## src/rtl/instr_encoder.sv

```systemverilog
// rtl/instr_encoder.sv - encodes operation commands into MIPS words and streams them into instruction memory
module instr_encoder #(
    parameter int          DEPTH     = 4,
    parameter int          AW        = 6,
    parameter int unsigned BASE_ADDR = 0
) (
    input  logic                     clk,
    input  logic                     reset,
    input  logic                     flush,
    input  logic                     in_valid,
    output logic                     in_ready,
    input  logic [3:0]               in_op,
    input  logic [4:0]               in_rs,
    input  logic [4:0]               in_rt,
    input  logic [4:0]               in_rd,
    input  logic [15:0]              in_imm,
    output logic                     imem_we,
    input  logic                     imem_ready,
    output logic [AW-1:0]            imem_addr,
    output logic [31:0]              imem_wd,
    output logic [$clog2(DEPTH):0]   level,
    output logic                     wrapped,
    output logic                     err,
    output logic [7:0]               err_cnt
);
    localparam int            PW   = $clog2(DEPTH);
    localparam logic [AW-1:0] BASE = AW'(BASE_ADDR);

    logic [31:0] mem [DEPTH];
    logic [PW:0] wptr;
    logic [PW:0] rptr;
    logic [31:0] word;
    logic        legal;
    logic        full;
    logic        accept;
    logic        push;
    logic        pop;

    always_comb begin
        word  = '0;
        legal = 1'b1;
        case (in_op)
            4'd0:    word = {6'b000000, in_rs, in_rt, in_rd, 5'b00000, 6'b100000};
            4'd1:    word = {6'b000000, in_rs, in_rt, in_rd, 5'b00000, 6'b100010};
            4'd2:    word = {6'b000000, in_rs, in_rt, in_rd, 5'b00000, 6'b100100};
            4'd3:    word = {6'b000000, in_rs, in_rt, in_rd, 5'b00000, 6'b100101};
            4'd4:    word = {6'b000000, in_rs, in_rt, in_rd, 5'b00000, 6'b101010};
            4'd5:    word = {6'b100011, in_rs, in_rt, in_imm};
            4'd6:    word = {6'b101011, in_rs, in_rt, in_imm};
            4'd7:    word = {6'b000100, in_rs, in_rt, in_imm};
            4'd8:    word = {6'b001000, in_rs, in_rt, in_imm};
            default: legal = 1'b0;
        endcase
    end

    // Pointers carry one extra bit so full and empty differ at equal indices.
    assign level    = wptr - rptr;
    assign full     = (level == (PW+1)'(DEPTH));
    assign in_ready = !full && !flush;
    assign accept   = in_valid && in_ready;
    assign push     = accept && legal;
    assign imem_we  = (level != '0);
    assign pop      = imem_we && imem_ready;
    assign imem_wd  = imem_we ? mem[rptr[PW-1:0]] : 32'h0;

    always_ff @(posedge clk) begin
        if (push)
            mem[wptr[PW-1:0]] <= word;
    end

    always_ff @(posedge clk or posedge reset) begin
        if (reset) begin
            wptr      <= '0;
            rptr      <= '0;
            imem_addr <= BASE;
            wrapped   <= 1'b0;
            err       <= 1'b0;
            err_cnt   <= 8'd0;
        end else if (flush) begin
            wptr      <= '0;
            rptr      <= '0;
            imem_addr <= BASE;
            err       <= 1'b0;
        end else begin
            if (push)
                wptr <= wptr + 1'b1;
            if (pop) begin
                rptr      <= rptr + 1'b1;
                imem_addr <= imem_addr + 1'b1;
                if (imem_addr == '1)
                    wrapped <= 1'b1;
            end
            err <= accept && !legal;
            if (accept && !legal && err_cnt != 8'hFF)
                err_cnt <= err_cnt + 8'd1;
        end
    end
endmodule

```

## config.mk

```make
export PLATFORM = sky130hd
export DESIGN_NAME = instr_encoder
export DESIGN_NICKNAME = d
export VERILOG_FILES = /design/src/rtl/instr_encoder.sv
export SDC_FILE = /design/constraint.sdc
export NUM_CORES = 1
export LEC_CHECK = 0
export BUFFER_PORTS_ARGS = -buffer_cell sky130_fd_sc_hd__buf_4
export CAP_MARGIN = 20
export CELL_PAD_IN_SITES_DETAIL_PLACEMENT = 1
export CELL_PAD_IN_SITES_GLOBAL_PLACEMENT = 2
export CORE_ASPECT_RATIO = 0.7
export CORE_MARGIN = 3
export CORE_UTILIZATION = 40
export CTS_CLUSTER_DIAMETER = 120
export DETAILED_ROUTE_END_ITERATION = 16
export PLACE_DENSITY = 0.88
export RECOVER_POWER = 100
export SLEW_MARGIN = 10
export SYNTH_ARGS = -nofsm -noshare
export SYNTH_HDL_FRONTEND = slang
export SYNTH_SLANG_ARGS = --single-unit
```

## constraint.sdc

```tcl
create_clock -name clk -period 4.75 [get_ports clk]
set_clock_uncertainty 0.05 [all_clocks]
set_input_delay 0.475 -clock clk [delete_from_list [all_inputs] [get_ports clk]]
set_output_delay 0.475 -clock clk [all_outputs]
set_load 0.05 [all_outputs]
```

==> metrics <==
dpl ws=1.40 ns; cell taking the most area after synthesis=edfxtp_1; crit path to=imem_wd[27]; top_reg_cell synth=edfxtp_1; worst r2r src=wptr[0]; Setup crit start kind=flop; fill cell count=1,396; syn nets=430; Layout Area Growth over Synthesis=23.4%; initial antenna violation count=0; core area=14,300 µm²; Synth cell types=42; DIE AREA=16,600 µm²; Worst Setup Slack, final=0.709 ns; final worst path period share=85.1%; CP startpoint=wptr[0]; Hold Slack=0.204 ns; WS Path Type=reg2out; share of the synthesized area in the top cell type=57.9%; dpl hpwl=9040 µm; Gates resized, CTS repair=0; worst path required time=4.22 ns; initial DRC count=227; register area share after synthesis=67.0%; Post-CTS Hold Buffers=0; Die Height=109 µm; I/O pin cnt=93; DR DRC count=0; DRT antenna net count=0; Routability Congestion=0.764; PortBufs=91; CTS tree=done; failing checks=max-capacitance violations, max-slew violations; 1st-pass router iterations=4; Vias=3,580; Rows=36; Post-CTS Repair Setup Buffers=0; slew margin rel.=-8.78%; Synth area leaders=edfxtp_1, mux4_2, dfrtp_1, and2_1, ha_1; Synth top cells by count=edfxtp_1, and2_1, mux4_2; initial core utilization=42.0%; R2R depth=9; Lkg Pwr=2.73 nW; FF+latch count, synth=138; Synth Cell Area=6020 µm²; # diodes=0; TritonCTS buffer count=17; Final Hold Viols=0; syn avg cell area=15.8 µm²; grt total ovfl=0; htree depth=4; final slew viol count=14; share of cells above drive strength 1=26.9%; crit path time final=4.04 ns; Final Setup Violations=0; Crit. End Element=primary output; largest net degree at the start of global routing=32; Critical R2R Capture=mem[0][12]; outcome=finished, violations left; Reg clk slew, reported paths=0.06 ns; number of max-cap violations=1; crit path DAT=3.52 ns; Sinks on Clock Net=138; Crit Path Max Fanout=30; number of synthesized flops with an enable pin=116; root buffer cell=clkbuf_16; vias in the first global route=3,947; fraction of registers with async set/reset=15.9%; top-count cell post-synth=edfxtp_1; Yosys warnings=0; Total Wirelength=13,800 µm; Avg WL per Cell=20.3 µm; final setup TNS=0 ns; R2R setup slack=1.38 ns; Hold Crit Class=in2async; pwr dens=652 nW/µm²; RSZ-0062 raised after global routing=no; clk_lat worst skew=0.41 ns; Gate Count Post-Synth=381; nets=523; Tot GR Track Use=17.5%; Max Fclk=247 MHz; first-pass GRT wire length=22,000 µm; vias per cell=5.29; die width=153 µm; Worst Tran Pin Value=1.62 ns; CTS Buffer Depth=2; peak supply drop=0.335 mV
## report_power, final
group          internal, W  leakage, nW  switching, W
combinational     0.000558         1.06       0.00141
clock             0.000935        0.307      0.000510
sequential         0.00138         1.36     0.0000509
total              0.00287         2.73       0.00197
## cell families (layout without fill, tap and decap cells)
logic type | count (synthesis) | in the layout | synth area share [%]
AO/OA/AOI/OAI | 38 | 38 | 3.95
XOR/XNOR | 16 | 16 | 2.58
adder cells (fa/ha/maj) | 9 | 9 | 2.00
buffers and inverters | 33 | 139 | 2.25
flip-flops | 138 | 138 | 67.0
multiplexers | 35 | 35 | 11.9
other | 1 | 1 | 0.0623
AND/OR/NAND/NOR | 111 | 111 | 10.2
## flip-flops by register name (all words and copies together) (netlist names)
signal / cells
wptr: 3
err: 1
rptr: 3
mem: 116
err_cnt: 8
wrapped: 1
imem_addr: 6
## worst min path at each step
stage | startpoint | endpoint | slack (ns) | depth (start not counted)
after floorplan | wptr[2] | wptr[2] | 0.39 | 1
after global placement | wrapped | wrapped | 0.39 | 1
after detailed placement | wrapped | wrapped | 0.41 | 1
after CTS | reset | imem_addr[4] | 0.23 | 2
after global routing | reset | imem_addr[0] | 0.27 | 2
final | reset | imem_addr[3] | 0.20 | 2
## layout by cell type, fill, tap and decap left out, types with 5 or more instances in the layout
master / count
xnor2_1: 5
o21ai_0: 5
o22ai_1: 5
ha_1: 8
nor2_1: 16
buf_4: 63
and2_0: 45
mux4_2: 29
dfrtp_1: 21
nand2_1: 13
a22oi_1: 6
and3_1: 8
nand3_1: 6
bufinv_16: 5
edfxtp_1: 116
clkbuf_1: 30
xor2_1: 10
clkbuf_16: 17
a21oi_1: 14
inv_1: 10
## routing by layer
metal  GRT usage, %  up-vias  part of all wire [%]
met5              0        -                     0
met4           6.04        0                   1.0
met3           4.56       10                   5.1
met2           27.8       91                    47
met1           23.8     1847                    47
li1               -     1632                     -
## final cells by class
cell class	instances	area, µm²	share of cell area [%]
Clock buffer	18	429	5.78
Multi-Input combinational cell	210	1850	25.0
Clock inverter	14	221	2.98
Inverter	11	41.3	0.556
Timing Repair Buffer	96	604	8.14
Tap cell	190	238	3.20
Sequential cell	138	4040	54.4
## critical path, cell delays in order, from the launching register on
cell and delay, ns:
dfrtp_1 0.38, inv_1 0.12, ha_1 0.22, fa_1 0.48, and2_0 0.26, nand2_1 0.80
and2_0 0.32, clkbuf_1 0.50
## through the flow
step | area (µm²) | std cells | total power [W] | util [%]
finish | 7420 | 677 | 0.00484 | 51.8
detailed placement | 6900 | 645 | 0.00354 | 48.1
CTS | 7550 | 677 | 0.00499 | 52.7
floorplan | 6020 | 381 | 0.00294 | -
global route | 7420 | 677 | 0.00506 | 51.8
global placement | 6900 | 645 | 0.00350 | 48.1
No activity file was read; power rests on OpenSTA's default activity.
